===== config.mk =====
export PLATFORM = sky130hd
export DESIGN_NAME = universal_shift_register_flat
export DESIGN_NICKNAME = d
export VERILOG_FILES = /design/src/rtl/universal_shift_register_if.sv /design/src/rtl/universal_shift_register.sv /design/src/flat_wrapper.sv
export SDC_FILE = /design/constraint.sdc
export NUM_CORES = 1
export LEC_CHECK = 0
export CAP_MARGIN = 20
export CORE_UTILIZATION = 40
export CTS_CLUSTER_DIAMETER = 30
export CTS_CLUSTER_SIZE = 16
export DETAILED_ROUTE_END_ITERATION = 8
export HOLD_SLACK_MARGIN = 0.15
export MAX_ROUTING_LAYER = met4
export PLACE_DENSITY_LB_ADDON = 0.3
export SYNTH_ARGS = -nofsm -noshare
export SYNTH_HDL_FRONTEND = slang
export SYNTH_SLANG_ARGS = --single-unit

===== constraint.sdc =====
create_clock -name clk -period 2.15 [get_ports clk]
set_input_delay 0.3225 -clock clk [delete_from_list [all_inputs] [get_ports clk]]
set_output_delay 0.3225 -clock clk [all_outputs]
set_load 0.01 [all_outputs]

===== src/rtl/universal_shift_register_if.sv =====
// ============================================================================
// Module   : universal_shift_register_if
// Brief    : Control/data bundle between a control unit and the shifter.
// Revision : 1.0 - initial release
// ============================================================================
`default_nettype none

interface universal_shift_register_if #(
    parameter int WIDTH = 8
) ();
    localparam int CNT_W = $clog2(WIDTH + 1);

    logic             en;
    logic [1:0]       mode;
    logic             sin_r;
    logic             sin_l;
    logic [WIDTH-1:0] pdata;
    logic [WIDTH-1:0] Result;
    logic             sout_r;
    logic             sout_l;
    logic [CNT_W-1:0] shift_count;
    logic             frame_done;

    modport master (
        output en, mode, sin_r, sin_l, pdata,
        input  Result, sout_r, sout_l, shift_count, frame_done
    );

    modport slave (
        input  en, mode, sin_r, sin_l, pdata,
        output Result, sout_r, sout_l, shift_count, frame_done
    );
endinterface

`default_nettype wire


===== src/rtl/universal_shift_register.sv =====
// ============================================================================
// Module   : universal_shift_register
// Brief    : WIDTH-bit hold/shift-right/shift-left/load register with frame counter.
// Revision : 1.0 - initial release
// ============================================================================
`default_nettype none

module universal_shift_register #(
    parameter int WIDTH = 8
) (
    input  wire logic                  clk,
    input  wire logic                  reset,
    universal_shift_register_if.slave  bus
);
    localparam int         CNT_W      = $clog2(WIDTH + 1);
    localparam logic [1:0] c_MODE_SHR = 2'b01;
    localparam logic [1:0] c_MODE_SHL = 2'b10;
    localparam logic [1:0] c_MODE_LD  = 2'b11;

    logic [WIDTH-1:0] r_result;
    logic [CNT_W-1:0] r_count;
    logic             r_frame_done;

    logic [WIDTH-1:0] w_result_nxt;
    logic [CNT_W-1:0] w_count_nxt;
    logic             w_frame_done_nxt;
    logic             w_shift;

    always_comb begin
        w_result_nxt     = r_result;
        w_count_nxt      = r_count;
        w_frame_done_nxt = 1'b0;
        w_shift          = 1'b0;
        if (bus.en) begin
            case (bus.mode)
                c_MODE_SHR: begin
                    w_result_nxt = {bus.sin_r, r_result[WIDTH-1:1]};
                    w_shift      = 1'b1;
                end
                c_MODE_SHL: begin
                    w_result_nxt = {r_result[WIDTH-2:0], bus.sin_l};
                    w_shift      = 1'b1;
                end
                c_MODE_LD: begin
                    w_result_nxt = bus.pdata;
                    w_count_nxt  = '0;
                end
                default: ;
            endcase
        end
        // Shifts in either direction share one frame count; the WIDTH-th wraps it.
        if (w_shift) begin
            if (r_count == CNT_W'(WIDTH - 1)) begin
                w_count_nxt      = '0;
                w_frame_done_nxt = 1'b1;
            end else begin
                w_count_nxt = r_count + CNT_W'(1);
            end
        end
    end

    always_ff @(posedge clk) begin
        if (reset) begin
            r_result     <= '0;
            r_count      <= '0;
            r_frame_done <= 1'b0;
        end else begin
            r_result     <= w_result_nxt;
            r_count      <= w_count_nxt;
            r_frame_done <= w_frame_done_nxt;
        end
    end

    assign bus.Result      = r_result;
    assign bus.sout_r      = r_result[0];
    assign bus.sout_l      = r_result[WIDTH-1];
    assign bus.shift_count = r_count;
    assign bus.frame_done  = r_frame_done;

endmodule

`default_nettype wire


===== src/flat_wrapper.sv =====
// flat-port wrapper written by rule: the top's interface ports become plain ports
module universal_shift_register_flat 
#(
    parameter int WIDTH = 8
)
  (clk, reset, bus_en, bus_mode, bus_sin_r, bus_sin_l, bus_pdata, bus_Result, bus_sout_r, bus_sout_l, bus_shift_count, bus_frame_done);
  universal_shift_register_if #(.WIDTH(WIDTH)) bus_i ();
  input  wire logic clk;
  input  wire logic reset;
  input wire logic [$bits(bus_i.en)-1:0] bus_en;
  input wire logic [$bits(bus_i.mode)-1:0] bus_mode;
  input wire logic [$bits(bus_i.sin_r)-1:0] bus_sin_r;
  input wire logic [$bits(bus_i.sin_l)-1:0] bus_sin_l;
  input wire logic [$bits(bus_i.pdata)-1:0] bus_pdata;
  output wire logic [$bits(bus_i.Result)-1:0] bus_Result;
  output wire logic [$bits(bus_i.sout_r)-1:0] bus_sout_r;
  output wire logic [$bits(bus_i.sout_l)-1:0] bus_sout_l;
  output wire logic [$bits(bus_i.shift_count)-1:0] bus_shift_count;
  output wire logic [$bits(bus_i.frame_done)-1:0] bus_frame_done;
  assign bus_i.en = bus_en;
  assign bus_i.mode = bus_mode;
  assign bus_i.sin_r = bus_sin_r;
  assign bus_i.sin_l = bus_sin_l;
  assign bus_i.pdata = bus_pdata;
  assign bus_Result = bus_i.Result;
  assign bus_sout_r = bus_i.sout_r;
  assign bus_sout_l = bus_i.sout_l;
  assign bus_shift_count = bus_i.shift_count;
  assign bus_frame_done = bus_i.frame_done;
  universal_shift_register #(.WIDTH(WIDTH)) u_core (.clk(clk), .reset(reset), .bus(bus_i));
endmodule

**After elaboration in Yosys (flattened, before gate mapping)**

Index checks and enable logic that the tools add are counted.

- Add/subtract/negate cells: 1
- Multipliers: 0
- Div/mod/pow operators: 0
- Order comparisons: 0
- Equality and inequality tests: 4
- Shift operators: 0
- Mux-type cells: 8
- Bitwise gates (word level): 1
- Reductions and logical operators: 7

Operator list:

| operator | count |
|---|---|
| $pmux W8 S3 | 1 |
| $mux W4 | 4 |
| $add A4 B1 Y4 const B | 1 |
| $eq A2 B2 Y1 const B | 2 |
| $eq A4 B3 Y1 const B | 1 |
| $reduce_and A2 Y1 | 2 |
| $reduce_bool A2 Y1 | 2 |
| $reduce_or A2 Y1 | 2 |
| $mux W1 | 3 |
| $reduce_bool A3 Y1 | 1 |
| $eq A2 B1 Y1 const B | 1 |
| $not A1 Y1 | 1 |

- Register bits: 13
- Latch bits: 0
- Memory bits (writable): 0
- Bits in read-only memories: 0
- Input port bits: 15
- Output and inout port bits: 15
- Logic and storage cells: 24
- Memories kept: 0

**Logic depth before layout (Yosys ltp)**

- Depth in word-level cells: 6
- Depth in mapped cells: 7
- Gate-level depth less buffers: 5

**Worst setup path after synthesis**

No wires, ideal clock.

- Path kind: input to register
- From: input bus_mode[0]
- To: register u_core.r_count[3] (netlist: u_core.bus.shift_count[3])
- Setup time: 74 ps
- Arrival: 1350 ps
- Required time: 2076 ps
- Path slack: 726 ps
- Stages on the path: 5
- Path buffers: 0
- Cell sequence: inv_1 -> ha_1 -> nand2_2 -> or4b_1 -> a31oi_1

- Longest elaborated chain between the ends: 6
- Elaborated cells on any way between the ends: 10
- Classes of those cells: eq/ne (3); mux (3); reduce/logical (4)

RTL lines:

| item | line | RTL |
|---|---|---|
| from (decl) | flat_wrapper.sv:11 | `input wire logic [$bits(bus_i.mode)-1:0] bus_mode;` |
| $eq A2 B1 Y1 / $eq A2 B2 Y1 (equally long branches) | universal_shift_register.sv:35 | `case (bus.mode)` |
| $reduce_or A2 Y1 (no line) | n/a |  |
| $mux W1 | universal_shift_register.sv:35 |  |
| $mux W1 | universal_shift_register.sv:34 | `if (bus.en) begin` |
| $reduce_bool A2 Y1 (no line) | n/a |  |
| $reduce_and A2 Y1 (no line) | n/a |  |
| to (signal assigned) | universal_shift_register.sv:69 | `r_count <= w_count_nxt;` |
| to (decl) | universal_shift_register.sv:21 | `logic [CNT_W-1:0] r_count;` |

Several ways; a longest one is shown, not always the timed one.
A chain may end at the register's enable or synchronous reset.

**Worst setup path in the final report**

- From: input bus_mode[1]
- To: register u_core.r_count[3] (netlist: u_core.bus.shift_count[3])

The elaborated chain is that of the path after synthesis.

==> out/qor.txt <==
Met1 Track Usage GR -> 0.245
Count of H-tree levels built during CTS -> 1
Max-slew violation count -> 0
Count of port buffers added during placement -> 29
Initial cell density of the core -> 0.444
Number of hold-repair buffers added at the cts stage -> 0
Final design utilization -> 0.640
Worst Max-Slew Pin Slew -> 0.507 ns
Setup repair bufs after CTS -> 0
Number of standard-cell rows in the floorplan -> 14
Worst VDD drop -> 0.357 mV
Final setup viols -> 0
Headroom to the max-slew limit -> 0.661
Area fraction in compound gates after synthesis -> 0.254
Routed length per instance -> 12.5 µm
Sink Count -> 13
Area of the placeable core -> 1580 µm²
Die boundary height -> 43.8 µm
First-pass GRT wire length -> 2620 µm
Fillers -> 148
Number of antenna violations at the first check in global routing -> 0
Final hold violations -> 0
Simple-Gate Fraction of Synth Area -> 0.218
Post-layout instance area -> 1010 µm²
Synth Register Bits -> 13
Final critical-path required period -> 1.73 ns
Most used routing layer in global routing -> met2
Half-perimeter wire length after detailed placement -> 1180 µm
Adder-cell share of the synthesized area -> 0.0716
Yosys cell types -> 25
Synthesis warning total -> 0
Total routing usage reported by global routing -> 0.185
Number of DRC markers after the initial detailed-route iteration -> 19
Cell Area, Placed -> 981 µm²
Final weighted congestion in routability-driven placement -> 0.819
Final layout net count -> 128
IO Count -> 30
Avg Inst Size Synth -> 8.85 µm²
RSZ-0062 raised after global routing -> no
Final WL -> 1560 µm
Total die area -> 1920 µm²
Number of diodes added for antenna fixing -> 0
Crit Path Class -> primary input to flip-flop
TritonCTS clock tree -> yes
Worst hold path class -> flip-flop to flip-flop
XOR/XNOR share of the synthesized area -> 0
Met2 Track Usage GR -> 0.284
Average vias per placed instance -> 5.68
Met3 demand-to-capacity share in global routing -> 0.0375
Leading cell type in the layout, fill and taps excluded -> sky130_fd_sc_hd__clkdlybuf4s50_1
Highest net fanout along the worst path -> 5
Final TNS setup -> 0 ns
Clock slew at the register clock pins of the worst setup and hold paths -> 0.09 ns
Crit path launch type -> primary input
Data arrival time of the worst path -> 1.92 ns
Antenna Nets Post-Route -> 0
DIE WIDTH -> 43.8 µm
Detailed Routing Iterations Pass 1 -> 7
Vias in the first global route -> 615
Resize count post-CTS -> 0
Total via count in the routed design -> 704
Ratio of final minimum period to clock period -> 0.805
CP endpoint kind -> flip-flop
Relative area change from synthesis to final layout -> 44.2%
Longest Clk Path Bufs -> 2
Leakage component of the power -> 0.370 nW
Cell chosen for the clock root -> sky130_fd_sc_hd__clkbuf_4
Largest net degree at the start of global routing -> 17
Worst-case clock skew -> 0.00547 ns
Post-synthesis net count -> 98
Outcome -> finished with violations
FMAX -> 0.578 GHz
Post-Synthesis Cell Area -> 699 µm²
Dominant combinational cell family by area after synthesis -> compound AO/OA/AOI/OAI gates
Global route total overflow -> 0
Share of synthesized area spent on multiplexers -> 0
Required time of the critical path -> 2.34 ns
Violations in the final reports -> DRC
Power Dens Cells -> 548 nW/µm²
Sequential area share after synthesis -> 0.372
Remaining DRCs -> 3
Latest clock arrival within the worst-skew pair -> 0.27 ns
Fraction of layout instances using a drive strength above 1 -> 0.120
Number of buffers added by the clock tree synthesis step -> 3
Most frequent cells in the layout -> sky130_fd_sc_hd__clkdlybuf4s50_1 (29), sky130_fd_sc_hd__dfxtp_1 (13), sky130_fd_sc_hd__nand2_1 (11)
Cells after synthesis -> 79
Maxcap violations -> 0
-- metal layers --
metal  part of all wire  vias to the layer above
met5                  0                        -
met4             0.0064                        0
met3              0.064                        2
met2               0.46                       25
met1               0.47                      325
li1                   -                      352
-- cell families after synthesis --
| logic type | Yosys count |
|---|---|
| adders and majority gates | 4 |
| buffers and inverters | 9 |
| and+or+nand+nor | 31 |
| AOI/OAI and AO/OA | 22 |
| DFF | 13 |
-- critical path, stage by stage --
cell	delay [ns]
sky130_fd_sc_hd__clkdlybuf4s50_1	0.50
sky130_fd_sc_hd__inv_1	0.05
sky130_fd_sc_hd__ha_1	0.34
sky130_fd_sc_hd__nand2_2	0.08
sky130_fd_sc_hd__or4b_1	0.49
sky130_fd_sc_hd__a31oi_1	0.13
-- cell usage after synthesis --
| master | count | area (µm²) |
|---|---|---|
| sky130_fd_sc_hd__dfxtp_1 | 13 | 260 |
| sky130_fd_sc_hd__nand2_1 | 11 | 41.3 |
| sky130_fd_sc_hd__nor2_1 | 9 | 33.8 |
| sky130_fd_sc_hd__a22oi_1 | 8 | 60.1 |
| sky130_fd_sc_hd__a311oi_1 | 6 | 52.6 |
| sky130_fd_sc_hd__buf_4 | 4 | 30.0 |
| sky130_fd_sc_hd__ha_1 | 4 | 50.1 |
| sky130_fd_sc_hd__a21oi_1 | 2 | 10.0 |
| sky130_fd_sc_hd__a311oi_2 | 2 | 30.0 |
| sky130_fd_sc_hd__buf_2 | 2 | 10.0 |
| sky130_fd_sc_hd__inv_1 | 2 | 7.51 |
| sky130_fd_sc_hd__nor2b_1 | 2 | 12.5 |
| sky130_fd_sc_hd__o21ai_0 | 2 | 10.0 |
| sky130_fd_sc_hd__a31oi_1 | 1 | 6.26 |
| sky130_fd_sc_hd__a32oi_1 | 1 | 8.76 |
| sky130_fd_sc_hd__and3b_2 | 1 | 10.0 |
| sky130_fd_sc_hd__buf_6 | 1 | 11.3 |
| sky130_fd_sc_hd__nand2_2 | 1 | 6.26 |
| sky130_fd_sc_hd__nand3_1 | 1 | 5.00 |
| sky130_fd_sc_hd__nand3b_1 | 1 | 7.51 |
| sky130_fd_sc_hd__nand4_1 | 1 | 6.26 |
| sky130_fd_sc_hd__nor2_2 | 1 | 6.26 |
| sky130_fd_sc_hd__nor3_1 | 1 | 5.00 |
| sky130_fd_sc_hd__or3b_2 | 1 | 8.76 |
| sky130_fd_sc_hd__or4b_1 | 1 | 10.0 |
-- state kept, by name (all words and copies together), names as in the netlist --
signal,flops
u_core.bus.shift_count,4
u_core.bus.Result,8
u_core.bus.frame_done,1
-- area by class of cell --
cell class | instances | area [µm²] | area share
multi-input combinational | 57 | 380 | 0.377
timing repair buffer | 32 | 313 | 0.310
sequential | 13 | 260 | 0.258
clock buffer | 3 | 22.5 | 0.0223
tap | 16 | 20.0 | 0.0199
inverter | 2 | 7.51 | 0.00744
clock inverter | 1 | 5.00 | 0.00496
-- power by group --
group | total [W] | internal, W | switching, W | leakage [nW]
registers | 0.000269 | 0.000255 | 0.0000147 | 0.107
logic | 0.000134 | 0.0000762 | 0.0000583 | 0.246
clock network | 0.000149 | 0.0000686 | 0.0000802 | 0.0177
total | 0.000553 | 0.000400 | 0.000153 | 0.370
-- final timing paths --
path                                                   to  slack [ns]                      start  cells after the start
worst max-delay path            u_core.bus.shift_count[3]        0.42                bus_mode[1]                      6
worst min register to register  u_core.bus.shift_count[2]        0.52  u_core.bus.shift_count[2]                      2
worst min-delay path            u_core.bus.shift_count[2]        0.52  u_core.bus.shift_count[2]                      2
worst max register to register  u_core.bus.shift_count[0]        0.74  u_core.bus.shift_count[0]                      4
-- metrics by stage --
stage / setup WS, ns / total power [W] / hold slack (ns) / std cells
after global routing: 0.287 / 0.000586 / 0.553 / 124
after global placement: 0.169 / 0.000407 / 0.492 / 120
after floorplan: 0.726 / 0.000342 / 0.395 / 79
final: 0.420 / 0.000553 / 0.520 / 124
after detailed placement: 0.120 / 0.000409 / 0.504 / 120
after CTS: 0.413 / 0.000557 / 0.517 / 124
(Power assumes the default switching activity.)
